**src/rtl/pipe_pkg.sv**
```systemverilog
// -----------------------------------------------------------------------------
// pipe_pkg
// Shared definitions for the core pipeline stage registers.
//   pipe_state_t : occupancy of a stage register (EMPTY / ONE / TWO beats held)
//   NOP_INSTR    : bubble value for instruction-carrying lanes (addi x0,x0,0)
//   *_t structs  : per-stage payload layouts; $bits() of each sets the WIDTH
//                  parameter of the pipe_stage_reg placed between the stages.
// -----------------------------------------------------------------------------
package pipe_pkg;

  typedef enum logic [1:0] {
    EMPTY = 2'd0,
    ONE   = 2'd1,
    TWO   = 2'd2
  } pipe_state_t;

  localparam logic [31:0] NOP_INSTR = 32'h00000013;

  typedef struct packed {
    logic [31:0] pc;
    logic [31:0] instr;
  } if_id_t;

  typedef struct packed {
    logic [31:0] pc;
    logic [31:0] op_a;
    logic [31:0] op_b;
    logic [4:0]  rd;
  } id_ex_t;

  typedef struct packed {
    logic [31:0] result;
    logic [31:0] store_data;
    logic [4:0]  rd;
  } ex_mem_t;

  typedef struct packed {
    logic [31:0] result;
    logic [4:0]  rd;
    logic        wb_en;
  } mem_wb_t;

endpackage

```
**src/rtl/pipe_skid_buf.sv**
```systemverilog
// -----------------------------------------------------------------------------
// pipe_skid_buf
// Two-entry (main + skid) elastic buffer. in_ready is decoded purely from the
// state register, so there is no combinational path from out_ready to
// in_ready; the skid entry absorbs the one beat that arrives while the
// downstream stall is still propagating.
// Ports:
//   clk, rst             clock, synchronous active-high reset
//   clr                  discard both entries on the next edge (flush)
//   in_valid/in_ready    upstream handshake, in_data payload
//   out_valid/out_ready  downstream handshake, out_data payload (main entry)
// -----------------------------------------------------------------------------
module pipe_skid_buf
  import pipe_pkg::*;
#(
  parameter int               WIDTH  = 32,
  parameter logic [WIDTH-1:0] BUBBLE = '0
) (
  input  logic             clk,
  input  logic             rst,
  input  logic             clr,
  input  logic             in_valid,
  output logic             in_ready,
  input  logic [WIDTH-1:0] in_data,
  output logic             out_valid,
  input  logic             out_ready,
  output logic [WIDTH-1:0] out_data
);

  pipe_state_t      state_q, state_d;
  logic [WIDTH-1:0] main_q, main_d;
  logic [WIDTH-1:0] skid_q, skid_d;
  logic             accept;
  logic             emit;

  assign in_ready  = (state_q != TWO);
  assign out_valid = (state_q != EMPTY);
  assign out_data  = main_q;   // empty entries are parked at BUBBLE

  assign accept = in_valid && in_ready;
  assign emit   = out_valid && out_ready;

  always_comb begin
    state_d = state_q;
    main_d  = main_q;
    skid_d  = skid_q;
    case (state_q)
      EMPTY: begin
        if (accept) begin
          state_d = ONE;
          main_d  = in_data;
        end
      end
      ONE: begin
        if (accept && emit) begin
          main_d = in_data;
        end else if (accept) begin
          // downstream stalled: the new beat waits behind main in the skid
          state_d = TWO;
          skid_d  = in_data;
        end else if (emit) begin
          state_d = EMPTY;
          main_d  = BUBBLE;
        end
      end
      TWO: begin
        if (emit) begin
          state_d = ONE;
          main_d  = skid_q;
          skid_d  = BUBBLE;
        end
      end
      default: begin
        state_d = EMPTY;
        main_d  = BUBBLE;
        skid_d  = BUBBLE;
      end
    endcase
    if (clr) begin
      state_d = EMPTY;
      main_d  = BUBBLE;
      skid_d  = BUBBLE;
    end
  end

  always_ff @(posedge clk) begin
    if (rst) begin
      state_q <= EMPTY;
      main_q  <= BUBBLE;
      skid_q  <= BUBBLE;
    end else begin
      state_q <= state_d;
      main_q  <= main_d;
      skid_q  <= skid_d;
    end
  end

endmodule

```
**src/rtl/pipe_stage_reg.sv**
```systemverilog
// -----------------------------------------------------------------------------
// pipe_stage_reg
// Elastic valid/ready pipeline register placed between core pipeline stages.
// Carries one WIDTH-bit beat per cycle, injects BUBBLE when empty, supports
// flush, and counts back-pressure cycles in a saturating stall counter.
// Build option (macro PIPE_STAGE_SKID_EN):
//   defined   : two-entry skid buffer (pipe_skid_buf), in_ready registered
//   undefined : single entry, in_ready = !out_valid || out_ready
// Ports:
//   clk, rst             clock, synchronous active-high reset
//   flush                drop every held beat and any beat offered this cycle
//   in_valid/in_ready    upstream handshake, in_data payload
//   out_valid/out_ready  downstream handshake, out_data payload
//   stall_cnt            cycles with out_valid && !out_ready (saturating)
// -----------------------------------------------------------------------------
module pipe_stage_reg
  import pipe_pkg::*;
#(
  parameter int               WIDTH  = 32,
  parameter logic [WIDTH-1:0] BUBBLE = '0,
  parameter int               CNT_W  = 16
) (
  input  logic             clk,
  input  logic             rst,
  input  logic             flush,
  input  logic             in_valid,
  output logic             in_ready,
  input  logic [WIDTH-1:0] in_data,
  output logic             out_valid,
  input  logic             out_ready,
  output logic [WIDTH-1:0] out_data,
  output logic [CNT_W-1:0] stall_cnt
);

`ifdef PIPE_STAGE_SKID_EN

  // Flush acts as a clear that overrides any accept inside the buffer, so a
  // beat offered in the flush cycle never lands.
  pipe_skid_buf #(
    .WIDTH  (WIDTH),
    .BUBBLE (BUBBLE)
  ) u_skid (
    .clk       (clk),
    .rst       (rst),
    .clr       (flush),
    .in_valid  (in_valid),
    .in_ready  (in_ready),
    .in_data   (in_data),
    .out_valid (out_valid),
    .out_ready (out_ready),
    .out_data  (out_data)
  );

`else

  pipe_state_t      state_q, state_d;
  logic [WIDTH-1:0] data_q, data_d;
  logic             accept;
  logic             emit;

  assign out_valid = (state_q == ONE);
  assign out_data  = data_q;
  assign in_ready  = (state_q == EMPTY) || out_ready;
  assign accept    = in_valid && in_ready;
  assign emit      = out_valid && out_ready;

  always_comb begin
    state_d = state_q;
    data_d  = data_q;
    if (flush) begin
      state_d = EMPTY;
      data_d  = BUBBLE;
    end else if (accept) begin
      // covers both fill-from-empty and replace-on-emit
      state_d = ONE;
      data_d  = in_data;
    end else if (emit) begin
      state_d = EMPTY;
      data_d  = BUBBLE;
    end
  end

  always_ff @(posedge clk) begin
    if (rst) begin
      state_q <= EMPTY;
      data_q  <= BUBBLE;
    end else begin
      state_q <= state_d;
      data_q  <= data_d;
    end
  end

`endif

  // Back-pressure counter: survives flush, cleared only by reset.
  logic [CNT_W-1:0] stall_cnt_q;

  always_ff @(posedge clk) begin
    if (rst) begin
      stall_cnt_q <= '0;
    end else if (out_valid && !out_ready && (stall_cnt_q != '1)) begin
      stall_cnt_q <= stall_cnt_q + CNT_W'(1);
    end
  end

  assign stall_cnt = stall_cnt_q;

endmodule
```
**config.mk**
```make
export PLATFORM = sky130hd
export DESIGN_NAME = pipe_stage_reg
export DESIGN_NICKNAME = d
export VERILOG_FILES = /design/src/rtl/pipe_pkg.sv /design/src/rtl/pipe_skid_buf.sv /design/src/rtl/pipe_stage_reg.sv
export SDC_FILE = /design/constraint.sdc
export NUM_CORES = 1
export LEC_CHECK = 0
export BUFFER_PORTS_ARGS = -buffer_cell sky130_fd_sc_hd__clkbuf_2
export CAP_MARGIN = 20
export CORE_MARGIN = 4
export CORE_UTILIZATION = 45
export DETAILED_ROUTE_END_ITERATION = 6
export PLACE_DENSITY = 0.87
export SLEW_MARGIN = 0
export SYNTH_ARGS = -nofsm -noshare
export SYNTH_HDL_FRONTEND = slang
export SYNTH_SLANG_ARGS = --single-unit
```
**constraint.sdc**
```tcl
create_clock -name clk -period 1.87 [get_ports clk]
set_input_delay 0.374 -clock clk [delete_from_list [all_inputs] [get_ports clk]]
set_output_delay 0.374 -clock clk [all_outputs]
set_load 0.02 [all_outputs]
```
Word-level counts from Yosys, hierarchy flattened
Cells that the tools add are included.

Register bits: 49. Memories kept: 0. Output and inout bits: 50. Bits in latches: 0. Logic and storage cells: 18. Bits in writable memories: 0. Memory bits (read-only): 0.

$lt $le $gt $ge: 0. Add/sub/neg operators: 1. Div/mod/pow operators: 0. Eq/ne operators: 1. Shift-type cells: 0. Reductions and logical operators: 9. Muxes and demuxes: 4. $mul: 0. Bitwise gates (word level): 0.

Operators with widths (number): $mux W32 (2); $add A16 B1 Y16 const B (1); $ne A16 B16 Y1 const B (1); $logic_and A1 B1 Y1 (4); $logic_not A2 Y1 (1); $mux W1 (2); $reduce_bool A2 Y1 (1); $reduce_or A2 Y1 (1); $logic_not A1 Y1 (1); $logic_or A1 B1 Y1 (1).

Depth between registers and ports, before layout
Depth after elaboration: 4. Mapped depth: 7. Depth with buffers taken out: 5.

Least setup slack after synthesis
No wires, ideal clock.

Path type: register -> register. Start point: register state_q[0]. End point: register stall_cnt_q[15] (netlist: stall_cnt[15]). Path buffers: 1. Cell stages (with the launch flop): 7. Period minus slack after synthesis: 1.905 ns. Data arrival time: 1.784 ns. Slack: -0.035 ns. Path through: dfxtp_1 -> nor2b_4 -> inv_2 -> clkbuf_1 -> or2_1 -> nor4_1 -> mux2_2.

Longest elaborated chain between the ends: 2.

RTL lines: start: declaration (line pipe_stage_reg.sv:56) `pipe_state_t state_q, state_d;`; start signal: assignment (line pipe_stage_reg.sv:88) `state_q <= state_d;`; $logic_and A1 B1 Y1 (2 in series) (line pipe_stage_reg.sv:101) `end else if (out_valid && !out_ready && (stall_cnt_q != '1)) begin`; end signal: assignment (line pipe_stage_reg.sv:102) `stall_cnt_q <= stall_cnt_q + CNT_W'(1);`; end: declaration (line pipe_stage_reg.sv:96) `logic [CNT_W-1:0] stall_cnt_q;`.

Every way passes these cells. A chain may end at the register's enable or synchronous reset.

Worst setup path in the final report
Start point: register stall_cnt_q[0] (netlist: stall_cnt[0]). End point: register stall_cnt_q[3] (netlist: stall_cnt[3]).

Longest elaborated chain between the ends: 2.

RTL lines: branches (longest 2 deep; another with $add A16 B1 Y16).

Several ways; the timed one is not identified.

==> impl_metrics.py <==
metrics = {
    "logic_synthesis": {
        "synth_area_mm2": 0.00193,
        "post_synth_inst_count": 212,
        "syn-mean-instance-area_um2": 9.08,
        "yosys_top_cell_by_area": "dfxtp_1",
        "synthesis.nets": 250,
        "synth_top_area_share": 0.509,
        "synthDistinctLibCells": 32,
        "synthesis_stage_register_bit_count": 49,
        "yosysWarningCount": 0,
        "post_synth_main_area_contributors": "dfxtp_1, a22oi_1, nor2_1",
        "ys_seq_area_frac": 0.509,
    },
    "route": {
        "route.final.wire_length_mm": 4.86,
        "drt-vias-per-instance": 5.46,
        "firstDrtPassIters": 5,
        "drt_drc_violations_left": 0,
        "wire_per_inst_um": 13.8,
        "antenna_violating_nets_post_route": 0,
        "vias": 1922,
        "detailedRoute.firstIterationViolations": 172,
    },
    "setup_path": {
        "timing.critical_path.slowest_stage_cell": "dfxtp_1",
        "slowest_delay_ns": 0.42,
        "crit_fanout": 8,
        "cp_data_required_time_ns": 2.06,
        "startpoint_type": "flip-flop",
        "setup.worst_path.end_class": "flip-flop",
        "timing.critical_path.cells": "ha_1 -> nand4_1 -> nor4_2 -> buf_4 -> or4_1 -> a21oi_1",
        "critical_path_class": "flip-flop to flip-flop",
        "crit_arrival_ns": 1.93,
    },
    "finish": {
        "antennaDiodeCount": 0,
        "area_growth_syn_to_layout_pct": 32.7,
        "commonest_non_fill_non_tap_cells_in_the_layout": "clkbuf_2, dfxtp_1, nor2_1, a22oi_1, a21oi_1",
        "fin_nets": 339,
        "layout_commonest_cell": "clkbuf_2",
        "layout-drive-gt1-share": 0.377,
        "fillerInstances": 350,
        "post_layout_nonfiller_instances": 352,
    },
    "pwr": {
        "p_per_area_mw_per_mm2": 746,
        "p_leak_nw": 1.09,
        "power.total_mw": 1.91,
        "worst_ir_drop_vdd_v": 0.000433,
    },
    "clocking": {
        "tritoncts": "built",
        "clock_sinks": 49,
        "cell_at_the_root_of_the_clock_tree": "clkbuf_8",
        "cts_buf_count": 5,
        "cts.htree.levels": 2,
        "clock_tree.buffer_depth": 2,
        "number_of_gates_given_a_new_drive_strength_after_cts": 0,
        "post_cts.repair.setup_buffers": 0,
        "clk_latency_ns": 0.30,
        "ctsHoldBuffers": 0,
        "cts.clk_slew.worst_paths_ns": 0.09,
    },
    "min_path": {
        "min_path_type": "primary input to flip-flop",
    },
    "sta": {
        "worst_pin_slew_ns": 0.595,
        "rsz_0062_raised_after_global_routing": "yes",
        "achievable_freq_ghz": 0.576,
        "fin_crit_ns": 1.74,
        "final_critical_path_share_of_the_clock_period": 0.929,
        "slew_headroom": 0.603,
        "report.final.setup_viol": 0,
        "clock_skew_ns": 0.00799,
        "final-max-slew-violation-count": 0,
        "timing.final.hold_violations": 0,
        "setup-tns-final_ns": 0,
        "post-route-worst-setup-slack_ns": 0.133,
    },
    "die": {
        "i_o_pins": 87,
        "initial_core_util": 0.475,
        "rows": 23,
        "chipHeight_um": 73.4,
        "die-width_um": 73.4,
        "core-area_mm2": 0.00406,
        "die_area_mm2": 0.00539,
    },
    "grt": {
        "grt_usage": 0.181,
        "grt_start_max_net_pins": 34,
        "grt_overflow": 0,
        "first_global_vias": 1841,
        "grt_antenna_before_repair": 0,
        "global_route_wire_length_before_repair_mm": 7.82,
    },
    "placed_design": {
        "pre_cts_slack_ns": 0.0642,
        "hpwl_mm": 3.56,
        "port_buffers": 86,
        "place_inst": 344,
        "place_congestion": 0.890,
    },
    "outcome": {
        "outcome": "finished clean",
    },
    "run": {
        "max-cap-violations": 0,
    },
}
-- power breakdown --
group / switching, mW / total, mW / internal, mW
Clock: 0.356 / 0.621 / 0.266
Combinational: 0.116 / 0.204 / 0.0873
Sequential: 0.0136 / 1.08 / 1.07
-- cells by family after synthesis --
kind of cell    synth area share
simple gates               0.220
compound gates             0.202
flops                      0.509
buf+inv                   0.0403
mux                       0.0169
xor+xnor                 0.00455
fa+ha+maj                0.00650
-- sequential cells by signal (all words and copies together), names as in the netlist --
register / flops
out_data: 32
state_q: 1
stall_cnt: 16
-- cells in the mapped netlist, drive strengths merged --
library cell / number
dfxtp: 49
nor2: 39
a22oi: 32
clkbuf: 14
a21oi: 12
o31ai: 8
or4: 8
nand4: 7
inv: 4
nand2: 4
o21ai: 4
nor2b: 3
nor4: 3
or2: 3
or3: 3
and2: 2
and3: 2
and4: 2
buf: 2
mux2: 2
nand3: 2
nor3: 2
ha: 1
mux2i: 1
nand3b: 1
o2111ai: 1
xor2: 1
-- metrics by stage --
step	area, µm²	hold slack (ns)	utilization
after floorplan	1930	0.495	-
after global placement	2460	0.478	0.607
after detailed placement	2460	0.482	0.607
after CTS	2550	0.312	0.630
after global routing	2550	0.329	0.630
final	2550	0.321	0.630
-- path summary, 6_finish.rpt --
path                                    from            to  depth (start not counted)  slack, ns
worst max-delay path            stall_cnt[0]  stall_cnt[3]                          6       0.13
worst min-delay path              in_data[1]   out_data[1]                          3       0.32
worst max register to register  stall_cnt[0]  stall_cnt[3]                          6       0.13
worst min register to register  out_data[19]  out_data[19]                          2       0.50
-- per-layer routing --
metal,global-route usage,wire (µm)
met2,0.307,2440
met4,0.0744,91
met1,0.218,2020
met5,0,0
met3,0.0465,302
-- layout make-up --
type,instances,area [µm²],share of cell area
clock inverter,3,22.5,0.00881
multi-input combinational,143,871,0.341
timing repair buffer,98,533,0.209
tap,50,62.6,0.0245
inverter,4,15.0,0.00588
clock buffer,5,68.8,0.0269
sequential,49,982,0.384
-- critical path: cells and delay by family (launching register included) --
kind	cells	cell delay [ns]
and+or+nand+nor	3	0.68
DFF	1	0.42
adders and majority gates	1	0.24
buffers and inverters	1	0.23
AOI/OAI and AO/OA	1	0.06
(Power assumes the default switching activity.)
